## src/rtl/mem_arbiter.sv

```systemverilog
// rtl/mem_arbiter.sv - single-port RAM arbiter for instruction fetch and data access
// Data has priority, bounded by a streak limit; a no-ack watchdog latches a sticky error.
module mem_arbiter #(
   parameter int unsigned DSTREAK_MAX = 4,
   parameter int unsigned TIMEOUT     = 64
) (
   input  logic        CLK,
   input  logic        RST,
   input  logic        iREN,
   input  logic [31:0] iaddr,
   output logic [31:0] iload,
   output logic        ihit,
   input  logic        dREN,
   input  logic        dWEN,
   input  logic [31:0] daddr,
   input  logic [31:0] dstore,
   output logic [31:0] dload,
   output logic        dhit,
   output logic        ramREN,
   output logic        ramWEN,
   output logic [31:0] ramaddr,
   output logic [31:0] ramstore,
   input  logic [31:0] ramload,
   input  logic        ramACK,
   output logic        busy,
   output logic        timeout_err
);

   localparam int DSW = $clog2(DSTREAK_MAX + 1);
   localparam int WDW = (TIMEOUT > 0) ? $clog2(TIMEOUT + 1) : 1;
   localparam logic [DSW-1:0] DS_LIMIT = DSW'(DSTREAK_MAX);
   localparam logic [DSW-1:0] DS_ONE   = DSW'(1);
   localparam logic [WDW-1:0] WD_ONE   = WDW'(1);

   typedef enum logic [2:0] {IDLE, IACC, DACC, RESP, ERR} state_t;

   state_t         state;
   state_t         state_next;
   logic [DSW-1:0] dstreak;
   logic [WDW-1:0] wd_cnt;
   logic           wr_q;
   logic           data_side;
   logic           in_access;
   logic           grant_d;
   logic           grant_i;
   logic           wd_expire;

   assign in_access = (state == IACC) || (state == DACC);

   // A pending fetch only overrides data once the data streak has hit its limit.
   assign grant_d = (dREN | dWEN) & ~(iREN & (dstreak == DS_LIMIT));
   assign grant_i = ~grant_d & iREN;

   assign wd_expire = (TIMEOUT != 0) && in_access && !ramACK &&
                      ((32'(wd_cnt) + 32'd1) == TIMEOUT);

   always_ff @(posedge CLK) begin
      if (RST) begin
         state <= IDLE;
      end else begin
         state <= state_next;
      end
   end

   always_comb begin
      state_next = state;
      case (state)
         IDLE: begin
            if (grant_d) begin
               state_next = DACC;
            end else if (grant_i) begin
               state_next = IACC;
            end
         end
         IACC, DACC: begin
            if (ramACK) begin
               state_next = RESP;
            end else if (wd_expire) begin
               state_next = ERR;
            end
         end
         RESP:    state_next = IDLE;
         ERR:     state_next = ERR;
         default: state_next = IDLE;
      endcase
   end

   always_ff @(posedge CLK) begin
      if (RST) begin
         dstreak     <= '0;
         wd_cnt      <= '0;
         wr_q        <= 1'b0;
         data_side   <= 1'b0;
         ramaddr     <= '0;
         ramstore    <= '0;
         iload       <= '0;
         dload       <= '0;
         timeout_err <= 1'b0;
      end else begin
         if (state == IDLE) begin
            wd_cnt <= '0;
            if (grant_d) begin
               ramaddr   <= {daddr[31:2], 2'b00};
               ramstore  <= dstore;
               wr_q      <= dWEN;
               data_side <= 1'b1;
               if (!iREN) begin
                  dstreak <= '0;
               end else if (dstreak != DS_LIMIT) begin
                  dstreak <= dstreak + DS_ONE;
               end
            end else if (grant_i) begin
               ramaddr   <= {iaddr[31:2], 2'b00};
               wr_q      <= 1'b0;
               data_side <= 1'b0;
               dstreak   <= '0;
            end
         end

         // Writes leave dload untouched so the data side keeps its last read value.
         if (in_access) begin
            if (ramACK) begin
               if (state == IACC) begin
                  iload <= ramload;
               end else if (!wr_q) begin
                  dload <= ramload;
               end
            end else begin
               wd_cnt <= wd_cnt + WD_ONE;
            end
         end

         if (wd_expire) begin
            timeout_err <= 1'b1;
         end
      end
   end

   assign ramREN = (state == IACC) || ((state == DACC) && !wr_q);
   assign ramWEN = (state == DACC) && wr_q;
   assign ihit   = (state == RESP) && !data_side;
   assign dhit   = (state == RESP) && data_side;
   assign busy   = in_access || (state == RESP);

endmodule

```

## config.mk

```make
export PLATFORM = sky130hd
export DESIGN_NAME = mem_arbiter
export DESIGN_NICKNAME = d
export VERILOG_FILES = /design/src/rtl/mem_arbiter.sv
export SDC_FILE = /design/constraint.sdc
export NUM_CORES = 1
export LEC_CHECK = 0
export BUFFER_PORTS_ARGS = -buffer_cell sky130_fd_sc_hd__buf_4
export CORE_MARGIN = 2
export CORE_UTILIZATION = 42
export CTS_CLUSTER_SIZE = 30
export DETAILED_ROUTE_END_ITERATION = 12
export GPL_ROUTABILITY_DRIVEN = 0
export GPL_TIMING_DRIVEN = 0
export PLACE_DENSITY = 0.72
export SKIP_LAST_GASP = 1
export SLEW_MARGIN = 20
export SYNTH_ARGS = -nofsm -noshare
export SYNTH_HDL_FRONTEND = slang
export SYNTH_SLANG_ARGS = --single-unit
```

## constraint.sdc

```tcl
create_clock -name CLK -period 1.7 [get_ports CLK]
set_input_delay 0 -clock CLK [delete_from_list [all_inputs] [get_ports CLK]]
set_output_delay 0 -clock CLK [all_outputs]
set_load 0.01 [all_outputs]
```

==> impl_metrics.py, run 1 <==
metrics = {
    "synthesis": {
        "synth_top_area_share": 0.503,
        "ys_types": 46,
        "post_synthesis_share_of_cell_area_spent_on_full_adders_half_adders_and_majority_gates": 0.0106,
        "synth_compound_gate_area_share": 0.165,
        "synth.yosys.warnings": 0,
        "post_synth_mux_area_share": 0.0558,
        "ys_seq_elements": 142,
        "synth_top_cells_by_area": "dfxtp_1 (50%), nand2_1 (13%), a21oi_1 (9.9%)",
        "synthXorXnorAreaFrac": 0.00155,
        "post_synth_instance_area_sq_um": 5650,
        "synth.largest_area_cell": "dfxtp_1",
        "synthesis.instances": 683,
        "synth_seq_area_share": 0.503,
        "synthesis.area_per_instance_sq_um": 8.27,
        "combinational_family_with_the_most_area_after_synthesis": "simple AND/OR/NAND/NOR gates",
        "post_synth_simple_gate_area": 0.211,
    },
    "sta": {
        "number_of_hold_slack_violations_in_the_final_timing_report": 0,
        "setup_viol_count_final": 0,
        "transition_at_the_pin_with_the_smallest_max_transition_slack_ns": 0.638,
        "timing.max_slew.rel_slack": 0.575,
        "min_period_ns": 1.69,
        "finalWorstSetupSlack_ns": 0.00878,
        "finalMaxSlewViolations": 0,
        "clock_skew_ns": 0.00771,
        "post-route-period-util": 0.995,
        "grt_setup_unrepaired": "yes",
        "clock.fmax_ghz": 0.591,
    },
    "detailed_routing": {
        "drt_pass1_iterations": 5,
        "detailedRoute.firstIterationViolations": 453,
        "routed_via_density": 5.06,
        "wirelength_mm": 20.5,
        "detailroute.via_count": 6523,
        "final_antenna_net_count": 0,
        "detail_route.drc_violations": 0,
        "route.detailed.wl_per_inst_um": 15.9,
    },
    "finish": {
        "layout.area.seq_sq_um": 2850,
        "area_delta_synth_final_pct": 75.3,
        "multi_input_area_sq_um": 2600,
        "fin_nets": 1240,
        "finalNonFillerCells": 1289,
        "most-common-layout-cells": "buf_4 (286), nand2_1 (201), dfxtp_1 (137), dlygate4sd3_1 (124), a21oi_1 (110)",
        "share_of_layout_cells_above_drive_strength_1": 0.330,
        "fill_cells": 915,
        "utilization": 0.751,
        "final_cell_area_sq_um": 9910,
        "final_common_cell": "buf_4",
    },
    "worst_setup_path": {
        "worst_path_largest_cell_delay_ns": 0.34,
        "critPathRequiredTime_ns": 2.04,
        "cp_data_arrival_time_ns": 2.03,
        "path_max_fanout": 10,
        "r2r-start": "dstreak[0]",
        "slowest_stage": "dfxtp_2",
        "startpoint_types": "flip-flop",
        "timing.critical_path.to_type": "flip-flop",
        "reg2reg_end": "ramstore[10]",
        "worstPathCellList": "inv_1 > ha_2 > nand3_2 > o21ai_4 > buf_4 > nor4_4 > buf_6 > buf_8 > nand2_1 > a21oi_1",
        "timing.reg2reg.worst_path_depth": 10,
        "timing.setup.critical_path_class": "reg2reg",
        "reg2reg_slack_ns": 0.009,
    },
    "placed_design": {
        "dp_hpwl_mm": 12.3,
        "place_worst_setup_slack_ns": -0.168,
        "place.port_buffers": 259,
        "dp_cells": 1119,
        "place_area_sq_um": 7820,
    },
    "clock_network": {
        "cts-root-to-sink-buffers": 2,
        "ctsRootBufferMaster": "clkbuf_16",
        "clkSlewWorstSetupHoldPaths_ns": 0.06,
        "total_cts_buffers": 17,
        "tritoncts_clock_tree": "done",
        "insertion_delay_ns": 0.42,
        "htreeDepth": 4,
        "tritoncts_num_sinks": 142,
    },
    "pwr": {
        "power-per-cell-area_nw_per_um2": 1020,
        "irDropWorstVdd_uv": 955,
        "p_leak_uw": 0.00434,
        "post-layout-total-power_uw": 10100,
    },
    "global_routing": {
        "antenna_found_initial": 1,
        "globalRouteTotalUtil": 0.275,
        "grt_max_degree": 17,
        "first_global_vias": 6488,
        "grt_overflow_total": 0,
        "grt_pass1_wl_mm": 31.4,
    },
    "floorplan": {
        "initial_core_util": 0.428,
        "core.rowCount": 42,
        "die_area_sq_um": 14400,
        "floorplan.core_area_sq_um": 13200,
        "die_w_um": 120,
        "design.portCount": 268,
        "chipHeight_um": 120,
    },
    "hold_path": {
        "hold_end": "ramaddr[30]",
        "min-delay-start": "daddr[30]",
        "timing.hold.worst_path_depth": 3,
        "timing.hold.worst.class": "in2reg",
    },
    "job": {
        "drv_cap": 0,
    },
    "status": {
        "run_status": "finished clean",
    },
}
timing repair:
action                     in CTS  in global routing
setup buffers                   6                  9
gates cloned                    0                  1
pin swaps                       1                  6
hold buffers                  124                  0
setup endpoints to repair      36                105
hold endpoints to repair      129                  0
gates resized for setup        10                 38
per-layer routing:
metal	up-vias	global-route usage	routed length (um)
met5	-	0	0
met4	0	0.140	801
met3	72	0.0727	1460
met2	287	0.477	10300
met1	3034	0.308	7950
li1	3130	-	-
synth_stat cells (all sizes together):
cell	count
nand4b	1
o21ai	6
mux2i	30
mux2	1
ha	4
maj3	1
a22oi	1
a22o	1
inv	3
or4	1
o21bai	2
and3b	1
a2111o	1
nor3	4
nand3b	6
o21ba	1
nor4	2
clkbuf	24
nand3	6
a32oi	1
a211oi	31
or2	1
nand4	1
a21oi	112
nor2	51
o41ai	1
nand2	202
a31oi	1
a311oi	1
conb	1
o32a	1
dfxtp	142
buf	30
nor2b	2
and2	2
xor2	1
a21o	1
and3	5
flip-flops by register name, summed over array words and instances, names as in the netlist:
signal	count
iload	32
dload	32
timeout_err	1
state	3
ramaddr	30
ramstore	32
wr_q	1
dstreak	3
data_side	1
wd_cnt	7
worst max path at each step:
stage / endpoint / slack [ns] / startpoint / cells past startpoint
finish: ramstore[10] / 0.009 / dstreak[0] / 10
global route: ramstore[28] / -0.06 / dstreak[0] / 10
CTS: state[2] / 0.02 / wd_cnt[0] / 6
detailed placement: ramstore[17] / -0.17 / dstreak[0] / 8
global placement: ramstore[17] / -0.14 / dstreak[0] / 8
floorplan: state[2] / 0.05 / wd_cnt[0] / 6
cells by family (layout without fill, tap and decap cells):
logic type      Yosys count  in the layout
fa+ha+maj                 5              5
xor+xnor                  1              1
other cells               1              3
mux                      31             31
buf+inv                  57            485
flops                   142            142
compound gates          161            161
simple gates            285            285
critical path, delay by kind of cell (launching register included):
kind | cells | cell delay, ns
buffers and inverters | 4 | 0.52
flip-flops | 1 | 0.34
AND/OR/NAND/NOR | 3 | 0.32
AO/OA/AOI/OAI | 2 | 0.23
adder cells (fa/ha/maj) | 1 | 0.19
metrics by stage:
stage	hold slack, ns	setup TNS, ns
2_1_floorplan	0.136	0
3_3_place_gp	0.249	-3.56
3_5_place_dp	0.257	-4.33
4_1_cts	0.00705	0
5_1_grt	0.0264	-1.18
6_report	0.0263	0
power breakdown:
part	internal (uW)	total (uW)	switching, uW
Sequential	3640	3830	182
Combinational	1250	2500	1250
Clock	2390	3740	1350
cell type report:
| type | count | share of cell area |
|---|---|---|
| multi-input cells | 485 | 0.263 |
| diodes | 1 | 0.000253 |
| clock buffers | 22 | 0.0479 |
| clock inverters | 7 | 0.0114 |
| well taps | 176 | 0.0222 |
| plain buffers | 54 | 0.0326 |
| repair buffers | 399 | 0.334 |
| flip-flops and latches | 142 | 0.288 |
| inverters | 3 | 0.00114 |
No activity file was read; power rests on OpenSTA's default activity.
==> run 2, diff against run 1 <==
- MAX_ROUTING_LAYER: unset -> met4
- PLACE_DENSITY: 0.72 -> unset
- PLACE_DENSITY_LB_ADDON: unset -> 0.12
==> run 2 against run 1 <==
  * Final cell count shrank 0.16%
  * Combinational power decreased by 2%
  * Design area up 0.16%
  * Maximum frequency barely moved
  * Clock power grew 10%
  * Core utilization rose by 0.12 points
  * Hold slack better by 0.062 ns
  * Sequential cell count is the same
  * Total power up 3.3%
  * Non-clock buffer count fell by 4
  * Die area unchanged
  * Wire length is 4.1% lower
  * Critical path type unchanged
  * Largest cell class unchanged
  * Largest power group is now the clock network
  * Highest routed layer unchanged
==> impl_metrics.py, run 2 (synthesis gave the netlist of run 1 again) <==
metrics = {
    "status": {
        "run_status": "finished clean",
    },
    "floorplan": {
        "core.rowCount": 42,
        "floorplan.core_area_sq_um": 13200,
        "die_area_sq_um": 14400,
        "design.portCount": 268,
        "chipHeight_um": 120,
        "initial_core_util": 0.428,
        "die_w_um": 120,
    },
    "worst_setup_path": {
        "worstPathCellList": "inv_1 > ha_1 > nand3_2 > o21ai_4 > buf_12 > buf_4 > mux2i_1 > a211oi_1",
        "path_max_fanout": 10,
        "timing.reg2reg.worst_path_depth": 8,
        "startpoint_types": "flip-flop",
        "worst_path_largest_cell_delay_ns": 0.33,
        "critPathRequiredTime_ns": 1.99,
        "cp_data_arrival_time_ns": 1.98,
        "timing.critical_path.to_type": "flip-flop",
        "slowest_stage": "dfxtp_2",
        "timing.setup.critical_path_class": "reg2reg",
    },
    "finish": {
        "share_of_layout_cells_above_drive_strength_1": 0.319,
        "area_delta_synth_final_pct": 75.6,
        "fin_nets": 1236,
        "num_antenna_cells": 0,
        "fill_cells": 948,
        "utilization": 0.752,
        "multi_input_area_sq_um": 2570,
        "layout_top_registers": "dload x32, iload x32, ramstore x32",
        "layout.area.seq_sq_um": 2850,
        "final_common_cell": "buf_4",
        "most-common-layout-cells": "buf_4 (283), nand2_1 (202), dfxtp_1 (138), dlygate4sd3_1 (126), a21oi_1 (109)",
    },
    "global_routing": {
        "antenna_found_initial": 0,
        "first_global_vias": 6270,
        "grt_overflow_total": 0,
        "grt_max_degree": 17,
        "globalRouteTotalUtil": 0.277,
        "grt_pass1_wl_mm": 30.8,
    },
    "detailed_routing": {
        "final_antenna_net_count": 0,
        "detailedRoute.firstIterationViolations": 364,
        "detail_route.drc_violations": 0,
        "detailroute.via_count": 6322,
        "routed_via_density": 4.91,
        "wirelength_mm": 19.7,
        "drt_pass1_iterations": 5,
        "route.detailed.wl_per_inst_um": 15.3,
    },
    "job": {
        "drv_cap": 0,
    },
    "sta": {
        "setup_viol_count_final": 0,
        "min_period_ns": 1.69,
        "clock_skew_ns": 0.00789,
        "grt_setup_unrepaired": "yes",
        "transition_at_the_pin_with_the_smallest_max_transition_slack_ns": 0.676,
        "timing.max_slew.rel_slack": 0.549,
        "clock.fmax_ghz": 0.592,
        "post-route-period-util": 0.994,
        "number_of_hold_slack_violations_in_the_final_timing_report": 0,
        "finalMaxSlewViolations": 0,
    },
    "hold_path": {
        "timing.hold.worst_path_depth": 4,
        "timing.hold.worst.class": "in2reg",
    },
    "clock_network": {
        "ctsRootBufferMaster": "clkbuf_16",
        "insertion_delay_ns": 0.42,
        "total_cts_buffers": 17,
        "htreeDepth": 4,
        "clkSlewWorstSetupHoldPaths_ns": 0.06,
        "tritoncts_num_sinks": 142,
        "cts-root-to-sink-buffers": 2,
        "tritoncts_clock_tree": "done",
    },
    "pwr": {
        "power-per-cell-area_nw_per_um2": 1050,
        "p_leak_uw": 0.00434,
        "post-layout-total-power_uw": 10400,
        "irDropWorstVdd_uv": 765,
    },
    "placed_design": {
        "place.port_buffers": 259,
        "dp_hpwl_mm": 12.2,
    },
}
==> run 2: cell types whose count changed in the layout (fill, tap and decap cells not counted), sizes merged <==
cell / delta
clkinv: -1
buf: -5
dlygate4sd3: +2
diode: -1
inv: +1
bufinv: +2
==> run 2: what timing repair did <==
item                       4_1_cts  5_1_grt
gates resized for setup          9       27
hold endpoints to repair       130        0
setup buffers                    5        5
setup endpoints to repair       35       88
pin swaps                        1        3
hold buffers                   126        0
==> run 2: power by group <==
| group | leakage (uW) | total [uW] | internal (uW) | switching [uW] |
|---|---|---|---|---|
| Sequential | 0.00116 | 3830 | 3640 | 182 |
| Clock | 0.000318 | 4120 | 2730 | 1390 |
| Combinational | 0.00285 | 2450 | 1230 | 1220 |
==> run 2: area by class of cell <==
type / instances / share of cell area
Multi-Input combinational cell: 485 / 0.259
Clock inverter: 9 / 0.0182
Inverter: 3 / 0.00113
Timing Repair Buffer: 395 / 0.332
Tap cell: 176 / 0.0222
Clock buffer: 23 / 0.0482
Sequential cell: 142 / 0.287
Buffer: 54 / 0.0319
==> run 2: path summary, 6_finish.rpt <==
check / start / endpoint / slack [ns]
max reg2reg: dstreak[0] / ramaddr[18] / 0.01
min reg2reg: ramstore[20] / ramstore[20] / 0.45
min: ramACK / wd_cnt[1] / 0.09
max: dstreak[0] / ramaddr[18] / 0.01
==> run 2: layer usage <==
metal  track usage  part of all wire  vias up
met1         0.315              0.41     2890
met5             -                 0        -
met3        0.0642             0.065       51
li1              -                 -     3128
met4         0.120             0.032        0
met2         0.466              0.49      253
==> run 2: per-stage QoR <==
| stage | area (sq um) | setup WS, ns | cells | TNS [ns] | hold slack [ns] |
|---|---|---|---|---|---|
| floorplan | 5660 | 0.0503 | 684 | 0 | 0.136 |
| global placement | 7820 | -0.123 | 1119 | -3.01 | 0.247 |
| detailed placement | 7820 | -0.141 | 1119 | -3.00 | 0.257 |
| CTS | 9810 | -0.0247 | 1282 | -0.0247 | 0.0637 |
| global route | 9920 | -0.0297 | 1287 | -0.0550 | 0.130 |
| finish | 9920 | 0.0102 | 1287 | 0 | 0.0883 |
==> run 2: critical path: cells and delay by family (launching register included) <==
family / cells / cell delay, ns
buf+inv: 3 / 0.42
flops: 1 / 0.33
mux: 1 / 0.33
compound gates: 2 / 0.23
fa+ha+maj: 1 / 0.16
simple gates: 1 / 0.09
